`src/rtl/boreal_frame_sequencer.sv`:
```
// Multi-channel frame assembler: collects N_CH (channel, sample) beats into one frame,
// stamps it with a frame ID and holds it on a valid/ready output; flags order, overrun, stall.
module boreal_frame_sequencer #(
    parameter int unsigned N_CH          = 8,
    parameter int unsigned SAMPLE_W      = 24,
    parameter int unsigned FID_W         = 8,
    parameter int unsigned TIMEOUT_TICKS = 4,
    localparam int unsigned CW           = (N_CH > 1) ? $clog2(N_CH) : 1
) (
    input  logic                       clk,
    input  logic                       rst_n,
    input  logic                       in_valid,
    input  logic [CW-1:0]              in_ch,
    input  logic [SAMPLE_W-1:0]        in_sample,
    input  logic                       tick_1khz,
    input  logic                       out_ready,
    output logic                       out_valid,
    output logic [N_CH*SAMPLE_W-1:0]   out_frame,
    output logic [FID_W-1:0]           out_frame_id,
    input  logic                       clear_err,
    output logic                       err_seq,
    output logic                       err_overrun,
    output logic                       stall,
    output logic [15:0]                drop_cnt
);

    localparam int unsigned TW = $clog2(TIMEOUT_TICKS + 1);
    localparam int unsigned FW = N_CH * SAMPLE_W;

    logic [FW-1:0]       asm_q, asm_d;
    logic [CW-1:0]       exp_ch_q, exp_ch_d;
    logic [FID_W-1:0]    fid_q, fid_d;
    logic [TW-1:0]       tcnt_q, tcnt_d;
    logic                out_valid_q, out_valid_d;
    logic [FW-1:0]       out_frame_q, out_frame_d;
    logic [FID_W-1:0]    out_id_q, out_id_d;
    logic                err_seq_q, err_seq_d;
    logic                err_ovr_q, err_ovr_d;
    logic                stall_q, stall_d;
    logic [15:0]         drop_cnt_q, drop_cnt_d;

    logic beat_ok, seq_err, restart, last_lane, complete, can_load, load, drop, wr_en;
    logic [CW-1:0] wr_lane;

    always_comb begin
        beat_ok   = in_valid && (in_ch == exp_ch_q);
        seq_err   = in_valid && !beat_ok;
        restart   = seq_err && (in_ch == '0);
        last_lane = (exp_ch_q == CW'(N_CH - 1));
        complete  = (beat_ok && last_lane) || (restart && (N_CH == 1));
        wr_en     = beat_ok || restart;
        wr_lane   = beat_ok ? exp_ch_q : '0;

        // Buffer including the current beat, so a completing frame carries its final lane
        asm_d = asm_q;
        for (int k = 0; k < N_CH; k++) begin
            if (wr_en && (wr_lane == CW'(k))) begin
                asm_d[k*SAMPLE_W +: SAMPLE_W] = in_sample;
            end
        end

        if (beat_ok) begin
            exp_ch_d = last_lane ? '0 : exp_ch_q + CW'(1);
        end else if (restart) begin
            exp_ch_d = (N_CH == 1) ? '0 : CW'(1);
        end else if (seq_err) begin
            exp_ch_d = '0;
        end else begin
            exp_ch_d = exp_ch_q;
        end

        can_load = !out_valid_q || out_ready;
        load     = complete && can_load;
        drop     = complete && !can_load;

        if (load) begin
            out_valid_d = 1'b1;
        end else if (out_valid_q && out_ready) begin
            out_valid_d = 1'b0;
        end else begin
            out_valid_d = out_valid_q;
        end
        out_frame_d = load ? asm_d : out_frame_q;
        out_id_d    = load ? fid_q : out_id_q;
        fid_d       = complete ? fid_q + FID_W'(1) : fid_q;

        // A new error in the same cycle as clear_err wins
        err_seq_d = seq_err || (err_seq_q && !clear_err);
        err_ovr_d = drop || (err_ovr_q && !clear_err);
        if (clear_err) begin
            drop_cnt_d = drop ? 16'd1 : 16'd0;
        end else if (drop && (drop_cnt_q != 16'hFFFF)) begin
            drop_cnt_d = drop_cnt_q + 16'd1;
        end else begin
            drop_cnt_d = drop_cnt_q;
        end

        if (complete) begin
            tcnt_d = '0;
        end else if (tick_1khz && (tcnt_q != TW'(TIMEOUT_TICKS))) begin
            tcnt_d = tcnt_q + TW'(1);
        end else begin
            tcnt_d = tcnt_q;
        end
        stall_d = (tcnt_d == TW'(TIMEOUT_TICKS));
    end

    always_ff @(posedge clk or negedge rst_n) begin
        if (!rst_n) begin
            asm_q       <= '0;
            exp_ch_q    <= '0;
            fid_q       <= '0;
            tcnt_q      <= '0;
            out_valid_q <= 1'b0;
            out_frame_q <= '0;
            out_id_q    <= '0;
            err_seq_q   <= 1'b0;
            err_ovr_q   <= 1'b0;
            stall_q     <= 1'b0;
            drop_cnt_q  <= '0;
        end else begin
            asm_q       <= asm_d;
            exp_ch_q    <= exp_ch_d;
            fid_q       <= fid_d;
            tcnt_q      <= tcnt_d;
            out_valid_q <= out_valid_d;
            out_frame_q <= out_frame_d;
            out_id_q    <= out_id_d;
            err_seq_q   <= err_seq_d;
            err_ovr_q   <= err_ovr_d;
            stall_q     <= stall_d;
            drop_cnt_q  <= drop_cnt_d;
        end
    end

    assign out_valid    = out_valid_q;
    assign out_frame    = out_frame_q;
    assign out_frame_id = out_id_q;
    assign err_seq      = err_seq_q;
    assign err_overrun  = err_ovr_q;
    assign stall        = stall_q;
    assign drop_cnt     = drop_cnt_q;

endmodule

```
`config.mk`:
```
export PLATFORM = sky130hd
export DESIGN_NAME = boreal_frame_sequencer
export DESIGN_NICKNAME = d
export VERILOG_FILES = /design/src/rtl/boreal_frame_sequencer.sv
export SDC_FILE = /design/constraint.sdc
export NUM_CORES = 1
export LEC_CHECK = 0
export ABC_CLOCK_PERIOD_IN_PS = 6520
export BUFFER_PORTS_ARGS = -buffer_cell sky130_fd_sc_hd__buf_2
export CORE_MARGIN = 2
export CORE_UTILIZATION = 60
export DETAILED_ROUTE_END_ITERATION = 6
export HOLD_SLACK_MARGIN = 0.08
export PLACE_DENSITY = 0.83
export RECOVER_POWER = 100
export SYNTH_ARGS = -nofsm -noshare
export SYNTH_HDL_FRONTEND = slang
export SYNTH_SLANG_ARGS = --single-unit
```
`constraint.sdc`:
```
create_clock -name clk -period 6.52 [get_ports clk]
set_input_delay 0.652 -clock clk [delete_from_list [all_inputs] [get_ports clk]]
set_output_delay 0.652 -clock clk [all_outputs]
set_load 0.01 [all_outputs]
```
==> flow_summary.ini <==
[status]
run_status = finished, violations left
violations = capacitance limit, slew limit

[global_routing]
grt_pass1_wl_um = 64700
grt_pass1_vias = 11600
antenna_found_initial = 1
grt_max_degree = 173
overflow = 0
grt_use_total = 0.281

[yosys]
synth.top_cell.area_share = 0.629
netlist_area_um2 = 17000
synth_edf_count = 0
synth_area_leaders = dfrtp_1 (63%), mux2_2 (15%), mux2_4 (3.5%)
synth.ff_latch_count = 426
synthSimpleGateAreaFrac = 0.0745
yosys_warnings = 0
synth_adder_area_share = 0.00443
synth_most_common_cell = dfrtp_1
async_flop_share = 1.00
synth_xor_area_frac = 0.00612
syn_nets = 1330
yosysSeqAreaShare = 0.629
synthMuxAreaShare = 0.181
yosysUniqueCellTypes = 43
synth_flop_cell = dfrtp_1
synth_compound_area_frac = 0.0769
avgSynthCellArea_um2 = 13.1
synth_common_cells = dfrtp_1 (426), mux2_2 (220), nand3_1 (80)
synth_largest_area_cell = dfrtp_1
synth_top_family_by_area = multiplexers
syn_inst = 1291

[worst_setup_path]
setup.worst_path.class = flip-flop to flip-flop
rrSetupSlack_ns = 1.62
worstRegToRegCells = 5
r2r_start = exp_ch_q[0]
path_max_fanout = 74
r2r_end = out_frame[125]
required_ns = 6.95
cp-end-kind = flip-flop
critical_path_arrival_ns = 5.34
critPathLaunchType = flip-flop

[sta]
fin_crit_ns = 4.90
finalCritPeriodShare = 0.752
tns_ns = 0
setup_viol = 0
drv_slew = 372
whs_ns = 0.459
skew_ns = 0.00827
max_freq_mhz = 204
tightest_slew_ns = 3.55
relSlewSlack = -1.37
postLayoutSetupSlackWorst_ns = 1.62
rsz0062_at_grt = false
hold_viol_final = 0

[die]
initial_core_util = 0.611
fp.dieArea_um2 = 29600
rows = 61
die_y_um = 172
core_area_um2 = 27800
design.portCount = 253
die_w_um = 172

[pwr]
p_leak_nw = 9.60
fin_total_pwr_mw = 5.80
ir_worst_vdd_mv = 0.203
power_density_nw_per_um2 = 298

[clock_tree]
numCtsBuffers = 43
postCtsSetupBuffers = 0
clk_latency_ns = 0.53
cts_max_level = 2
cts_root_buffer = clkbuf_16
cts_num_sinks = 426
clk_pin_slew_ns = 0.06
cts_tree = done
cts.repair.resized = 0
clk_path_buf_depth = 3
postCtsHoldBufs = 0

[cells_and_area]
nFillCells = 2038
fin_nets = 1548
final_layout_size_suffix_gt1_frac = 0.190
final_cells = 1922
area_growth_pct = 15.0

[worst_hold_path]
hold_path_end = tcnt_q[2]
hold_path_class = input port to flip-flop
min-delay-start = tick_1khz
hold_depth = 3

[detailed_routing]
routed_wl_um = 41200
drcViolationCount = 0
drtIter0Drc = 1009
ant_nets = 0
wl_per_cell_um = 21.4
vias = 11700
drtPass1Iterations = 6
via_per_inst = 6.07

[place]
post-place-ws_ns = 2.27
gp_congestion = 0.830
numPortBuffers = 252
dp_cells = 1842
hpwlAfterDp_um = 25000

[job]
maxCapViolations = 7
## per-layer routing
metal,vias up,global-route usage,routed length [um]
met5,-,0,0
met4,0,0.0881,1020
met3,74,0.0764,3790
met2,531,0.434,19600
met1,5995,0.394,16800
li1,5071,-,-
## critical path, stage by stage, from the launching register on
cell and delay [ns]:
dfrtp_1 0.60, xor2_1 0.64, or3_2 0.23, clkbuf_1 2.23
o21ai_0 0.67, a31oi_1 0.39
## registers in the layout, summed over array words and instances, names as in the netlist, 3 cells and up
name,cells
asm_q,192
drop_cnt,16
exp_ch_q,3
fid_q,8
out_frame,192
out_frame_id,8
tcnt_q,3
## cell families (layout without fill, tap and decap cells)
family,after synthesis,after routing
AO/OA/AOI/OAI,236,236
XOR/XNOR,11,11
adder cells (fa/ha/maj),6,6
buffers and inverters,102,353
flip-flops,426,426
multiplexers,260,260
other,0,2
AND/OR/NAND/NOR,250,250
## placed cells by master (no fill, tap or decap), types with 4 or more instances in the layout
cell and n:
clkbuf_8 10, and3_1 4, mux2_4 4, nor2_1 22, dfrtp_1 426, clkbuf_16 45
buf_4 5, mux2_2 163, clkinv_2 10, nand3_1 80, nand4_1 12, clkbuf_1 234
a21oi_1 77, ha_1 6, buf_2 30, nor4_1 9, nor2b_1 10, xnor2_1 7
nor3_1 6, nand2_1 78, a31oi_1 73, o21ai_0 77, bufinv_16 5, or2_2 4
mux2_1 93, inv_1 9
## power breakdown
part	switching, mW	internal (mW)
logic	0.255	0.118
registers	0.0522	2.80
clock network	1.01	1.57
## final cells by class
class,instances,area (um2),area share
clock inverter,16,216,0.0111
clock buffer,62,1290,0.0661
antenna,2,5.00,0.000257
tap,378,473,0.0242
multi-input combinational,763,5730,0.293
sequential,426,10700,0.546
timing repair buffer,266,1100,0.0566
inverter,9,33.8,0.00173
## how the worst max path moves through the flow
stage                     slack, ns        start             end
after floorplan                4.06     in_valid   out_frame[51]
after global placement         2.27     in_ch[0]  out_frame[169]
after detailed placement       2.27     in_ch[0]   out_frame[50]
after CTS                      2.43  exp_ch_q[0]  out_frame[154]
after global routing           1.51  exp_ch_q[0]  out_frame[125]
final                          1.62  exp_ch_q[0]  out_frame[125]
## metrics by stage
stage | util | cell area, um2
finish | 0.702 | 19500
floorplan | - | 17000
global route | 0.702 | 19500
CTS | 0.719 | 20000
global placement | 0.665 | 18500
detailed placement | 0.665 | 18500
No activity file was read; power rests on OpenSTA's default activity.
